===== src/rtl/meter_countdown.sv =====
// Parking-meter time base. Holds the remaining seconds, applies preset/add
// requests and 1 Hz countdown ticks, converts the count to four BCD digits
// with a sequential double-dabble, and drives a blinking display enable.
module meter_countdown #(
    parameter int MAX_TIME = 9999,
    parameter int LOW_TIME = 200,
    parameter int ADD_A    = 60,
    parameter int ADD_B    = 120,
    parameter int ADD_C    = 180,
    parameter int ADD_D    = 300,
    parameter int PRE_A    = 15,
    parameter int PRE_B    = 185
) (
    input  logic        clk,
    input  logic        rst,
    input  logic        clk_1Hz,
    input  logic        clk_blink,
    input  logic        add_a,
    input  logic        add_b,
    input  logic        add_c,
    input  logic        add_d,
    input  logic        pre_a,
    input  logic        pre_b,
    output logic [13:0] secs,
    output logic [15:0] bcd,
    output logic        bcd_valid,
    output logic        disp_on
);

    typedef enum logic [1:0] {ZERO, LOW, HIGH} meter_state_t;
    typedef enum logic [1:0] {IDLE, SHIFT, DONE} conv_state_t;

    localparam logic [14:0] MAX15 = 15'(MAX_TIME);

    // ---------------- time base ----------------
    logic         r_1hz_prev;
    logic [13:0]  r_secs;
    logic         r_disp;
    logic         w_tick;
    logic         w_add_any;
    logic [14:0]  w_add_amt;
    logic [14:0]  w_sum;
    logic [13:0]  w_secs_next;
    meter_state_t w_mstate;

    // A tick is the first cycle in which clk_1Hz is seen high.
    assign w_tick = clk_1Hz & ~r_1hz_prev;
    assign w_sum  = {1'b0, r_secs} + w_add_amt;

    // Add request select: lowest letter wins when several are raised together.
    always_comb begin
        w_add_any = 1'b1;
        w_add_amt = '0;
        if (add_a)      w_add_amt = 15'(ADD_A);
        else if (add_b) w_add_amt = 15'(ADD_B);
        else if (add_c) w_add_amt = 15'(ADD_C);
        else if (add_d) w_add_amt = 15'(ADD_D);
        else            w_add_any = 1'b0;
    end

    // Next remaining-seconds value: preset beats add, add beats a bare tick.
    always_comb begin
        w_secs_next = r_secs;
        if (pre_a) begin
            w_secs_next = 14'(PRE_A);
        end else if (pre_b) begin
            w_secs_next = 14'(PRE_B);
        end else if (w_add_any) begin
            if (w_sum >= MAX15)
                w_secs_next = 14'(MAX_TIME);
            else if (w_tick)
                w_secs_next = 14'(w_sum - 15'd1);
            else
                w_secs_next = w_sum[13:0];
        end else if (w_tick && (r_secs != 14'd0)) begin
            w_secs_next = r_secs - 14'd1;
        end
    end

    // Meter state decoded from the registered count.
    always_comb begin
        w_mstate = ZERO;
        if (r_secs >= 14'(LOW_TIME))
            w_mstate = HIGH;
        else if (r_secs != 14'd0)
            w_mstate = LOW;
    end

    // Count register, edge-detect history and display enable.
    always_ff @(posedge clk) begin
        r_1hz_prev <= clk_1Hz;
        if (rst) begin
            r_secs <= '0;
            r_disp <= 1'b0;
        end else begin
            r_secs <= w_secs_next;
            case (w_mstate)
                HIGH:    r_disp <= 1'b1;
                LOW:     r_disp <= clk_1Hz;
                default: r_disp <= clk_blink;
            endcase
        end
    end

    // ---------------- BCD converter ----------------
    conv_state_t r_cstate, w_cstate_next;
    logic [3:0]  r_cnt, w_cnt_next;
    logic [29:0] r_shift, w_shift_next;
    logic [29:0] w_shift_adj;
    logic [15:0] r_bcd, w_bcd_next;
    logic        r_valid, w_valid_next;
    logic [13:0] r_secs_last, w_secs_last_next;
    logic        w_changed;

    // The last value handed to the converter lags r_secs by one cycle after any change.
    assign w_changed = (r_secs != r_secs_last);

    // Add-3 correction on every BCD digit that is 5 or more, before each shift.
    assign w_shift_adj[13:0] = r_shift[13:0];
    generate
        for (genvar gi = 0; gi < 4; gi++) begin : g_dabble
            logic [3:0] w_digit;
            assign w_digit = r_shift[14 + 4*gi +: 4];
            assign w_shift_adj[14 + 4*gi +: 4] = (w_digit >= 4'd5) ? (w_digit + 4'd3) : w_digit;
        end
    endgenerate

    // Converter next-state: a fresh count always restarts; the result is published only at DONE.
    always_comb begin
        w_cstate_next    = r_cstate;
        w_cnt_next       = r_cnt;
        w_shift_next     = r_shift;
        w_bcd_next       = r_bcd;
        w_valid_next     = r_valid;
        w_secs_last_next = r_secs_last;
        if (w_changed) begin
            w_cstate_next    = SHIFT;
            w_cnt_next       = 4'd0;
            w_shift_next     = {16'h0000, r_secs};
            w_valid_next     = 1'b0;
            w_secs_last_next = r_secs;
        end else begin
            case (r_cstate)
                SHIFT: begin
                    w_shift_next = {w_shift_adj[28:0], 1'b0};
                    w_cnt_next   = r_cnt + 4'd1;
                    if (r_cnt == 4'd13)
                        w_cstate_next = DONE;
                end
                DONE: begin
                    w_bcd_next    = r_shift[29:14];
                    w_valid_next  = 1'b1;
                    w_cstate_next = IDLE;
                end
                default: w_cstate_next = IDLE;
            endcase
        end
    end

    // Converter state registers.
    always_ff @(posedge clk) begin
        if (rst) begin
            r_cstate    <= IDLE;
            r_cnt       <= '0;
            r_shift     <= '0;
            r_bcd       <= '0;
            r_valid     <= 1'b1;
            r_secs_last <= '0;
        end else begin
            r_cstate    <= w_cstate_next;
            r_cnt       <= w_cnt_next;
            r_shift     <= w_shift_next;
            r_bcd       <= w_bcd_next;
            r_valid     <= w_valid_next;
            r_secs_last <= w_secs_last_next;
        end
    end

    assign secs      = r_secs;
    assign bcd       = r_bcd;
    assign bcd_valid = r_valid;
    assign disp_on   = r_disp;

endmodule


===== config.mk =====
export PLATFORM = sky130hd
export DESIGN_NAME = meter_countdown
export DESIGN_NICKNAME = d
export VERILOG_FILES = /design/src/rtl/meter_countdown.sv
export SDC_FILE = /design/constraint.sdc
export NUM_CORES = 1
export LEC_CHECK = 0
export BUFFER_PORTS_ARGS = -buffer_cell sky130_fd_sc_hd__buf_2
export CAP_MARGIN = 0
export CELL_PAD_IN_SITES_DETAIL_PLACEMENT = 1
export CELL_PAD_IN_SITES_GLOBAL_PLACEMENT = 2
export CORE_UTILIZATION = 32
export CTS_CLUSTER_DIAMETER = 100
export DETAILED_ROUTE_END_ITERATION = 7
export PLACE_DENSITY_LB_ADDON = 0.1
export SYNTH_ARGS = -nofsm -noshare
export SYNTH_HDL_FRONTEND = slang
export SYNTH_SLANG_ARGS = --single-unit

===== constraint.sdc =====
create_clock -name clk -period 2.9 [get_ports clk]
set_input_delay 0.145 -clock clk [delete_from_list [all_inputs] [get_ports clk]]
set_output_delay 0.145 -clock clk [all_outputs]
set_load 0.02 [all_outputs]

==> impl_metrics.env <==
export IMPL_rsz0062_at_grt="yes"
export IMPL_finalClockSkew_ns=0.00767
export IMPL_worstPathArrival_ns=3.16
export IMPL_synth_most_common_cell="dfxtp_1"
export IMPL_cp_end_kind="flip-flop"
export IMPL_synth_common_cells="dfxtp_1, nor2_1, nand2_1"
export IMPL_min_path_type="in2reg"
export IMPL_grt_max_degree=42
export IMPL_gp_congestion=0.798
export IMPL_grt_pass1_vias=4302
export IMPL_synth_edf_count=0
export IMPL_numClockSinks=83
export IMPL_tritoncts="built"
export IMPL_irDropWorstVdd_uv=248
export IMPL_startpoint="secs[2]"
export IMPL_cts_buffers=9
export IMPL_final_hold_violation_count=0
export IMPL_synth_nets=596
export IMPL_cts_root_buf="clkbuf_16"
export IMPL_hold_path_depth=2
export IMPL_yosys_warnings=0
export IMPL_core_area_um2=14000
export IMPL_rrSetupSlack_ns=-0.06
export IMPL_die_x_um=123
export IMPL_ant_nets=0
export IMPL_path_max_fanout=5
export IMPL_hold_path_end="secs[5]"
export IMPL_clk_pin_slew_worst_paths_ns=0.06
export IMPL_io_pins=42
export IMPL_fin_crit_sh=1.02
export IMPL_worst_pin_slew_ns=0.609
export IMPL_syn_inst=565
export IMPL_n_fill_cell=1667
export IMPL_vias_per_cell=5.10
export IMPL_wl_per_cell_um=16.4
export IMPL_yosys_top_cells_area="dfxtp_1, nor2_1, ha_1"
export IMPL_ys_ff_latch=83
export IMPL_rows=43
export IMPL_status="finished with violations"
export IMPL_nNetsFinal=674
export IMPL_slew_viol_final=0
export IMPL_max_cap_viol_count=0
export IMPL_ys_types=61
export IMPL_wirelength_mm=13.6
export IMPL_rr_startpoint="secs[2]"
export IMPL_netlist_area_um2=4650
export IMPL_initial_core_util=0.331
export IMPL_setup_viol_count_final=6
export IMPL_grt_overflow_total=0
export IMPL_fmax_mhz=338
export IMPL_worstPathRequired_ns=3.11
export IMPL_io_buffers=41
export IMPL_grt_pass1_wl_mm=21.8
export IMPL_synth_top_cell_by_area="dfxtp_1"
export IMPL_clock_latency_ns=0.35
export IMPL_drive_above_1_share=0.249
export IMPL_place_ws_ns=-0.324
export IMPL_p_leak_nw=2.27
export IMPL_timing_rr_end="secs[3]"
export IMPL_grtUsageTotal=0.190
export IMPL_power_density_nw_per_um2=480
export IMPL_synthArstFlopShare=0
export IMPL_crit_type="reg2reg"
export IMPL_num_antenna_cells=0
export IMPL_postSynthAreaPerCell_um2=8.22
export IMPL_area_delta_synth_final_pct=26.3
export IMPL_min_delay_start="pre_a"
export IMPL_ys_seq_area_frac=0.358
export IMPL_period_needed_ns=2.96
export IMPL_die_h_um=123
export IMPL_drt_pass1_iter_count=4
export IMPL_drc=0
export IMPL_dpl_hpwl_mm=9.96
export IMPL_synth_main_ff_cell="dfxtp_1"
export IMPL_power_total_mw=2.82
export IMPL_final_core_util=0.418
export IMPL_r2r_cells=11
export IMPL_design_die_area_um2=15000
export IMPL_drt_iter0_markers=121
export IMPL_cts_htree_levels=3
export IMPL_max_slew_margin=0.591
export IMPL_layout_setup_ws_ns=-0.0573
export IMPL_synth_top_cell_area_share=0.358
export IMPL_vias=4217
export IMPL_start_kind="flip-flop"
export IMPL_violations="setup timing"
export IMPL_clockBufferDepth=2
export IMPL_antenna_found_initial=0
==> power by group <==
part	internal [mW]	switching, mW	leakage, nW
Combinational	0.225	0.300	1.46
Sequential	1.17	0.0267	0.675
Clock	0.626	0.467	0.139
==> layout make-up <==
| type | instances | area, um2 | share of cell area |
|---|---|---|---|
| Multi-Input combinational cell | 428 | 2940 | 0.501 |
| Sequential cell | 83 | 1660 | 0.283 |
| Clock buffer | 12 | 256 | 0.0437 |
| Tap cell | 180 | 225 | 0.0384 |
| Timing Repair Buffer | 106 | 707 | 0.120 |
| Inverter | 15 | 56.3 | 0.00959 |
| Clock inverter | 3 | 22.5 | 0.00384 |
==> worst max-delay path: stages (launching register included) <==
cell and delay (ns):
dfxtp_2 0.34, ha_4 0.16, fa_2 0.34, a211o_1 0.37, a2111oi_4 0.43, nor3_1 0.11, and4b_2 0.35, o32ai_4 0.13
a21o_1 0.27, buf_4 0.16, o22ai_1 0.10, a21oi_1 0.08
==> flip-flops by register name, summed over array words and instances (netlist names) <==
register and flops:
r_shift 30, bcd 16, r_secs_last 14, secs 14, r_cnt 4, r_cstate 2, bcd_valid 1, disp_on 1
r_1hz_prev 1
==> stage by stage <==
stage | area [um2] | std cells | TNS [ns] | hold slack (ns)
4_1_cts | 5780 | 827 | -0.151 | 0.0831
3_5_place_dp | 5360 | 805 | -3.35 | 0.296
5_1_grt | 5870 | 827 | -1.56 | 0.109
2_1_floorplan | 4670 | 565 | -0.0401 | 0.173
6_report | 5870 | 827 | -0.215 | 0.102
3_3_place_gp | 5360 | 805 | -2.36 | 0.285
==> timing repair <==
action | in CTS | in global routing
gates resized for setup | 17 | 16
endpoints found under the hold margin | 1 | 0
hold buffers | 1 | 0
pin swaps | 19 | 10
setup endpoints to repair | 13 | 14
setup buffers | 6 | 1
==> cell families after synthesis <==
family / Yosys count / share of synthesized area
muxes: 17 / 0.0366
AOI/OAI and AO/OA: 114 / 0.169
buffers and inverters: 54 / 0.0520
adders and majority gates: 21 / 0.0582
and+or+nand+nor: 224 / 0.228
xor gates and xnor gates: 52 / 0.0996
DFF: 83 / 0.358
==> routing by layer <==
| metal | part of all wire | up-vias | track usage |
|---|---|---|---|
| met5 | 0 | - | 0 |
| met4 | 0.015 | 0 | 0.0663 |
| met3 | 0.021 | 16 | 0.0325 |
| met2 | 0.50 | 49 | 0.336 |
| met1 | 0.46 | 2057 | 0.231 |
| li1 | - | 2095 | - |
==> cell usage in the layout (no fill, tap or decap), types with 4 or more instances in the layout <==
master     netlist  final
xnor2_1         28     24
a21oi_1         38     36
o21ai_0         23     21
inv_1           15     15
mux2i_1         17     17
ha_1            20     18
nor3_1          14     12
nand2_1         63     62
dfxtp_1         83     82
nor4_1           5      4
nor2_1          76     75
nand4_1         10     10
nand3_1         17     16
clkbuf_16        0      9
a311oi_1        13     13
nand2b_1         9      9
nor2b_1         15     14
a211oi_2         2      4
xor2_1          23     21
buf_2            7     41
buf_4            1     61
==> worst max-delay path by stage <==
stage	to	slack [ns]	cells after the start
detailed placement	secs[0]	-0.32	13
finish	secs[3]	-0.06	11
floorplan	secs[13]	-0.02	13
CTS	secs[13]	-0.05	10
global placement	secs[12]	-0.25	13
global route	secs[3]	-0.18	11
(Power assumes the default switching activity.)
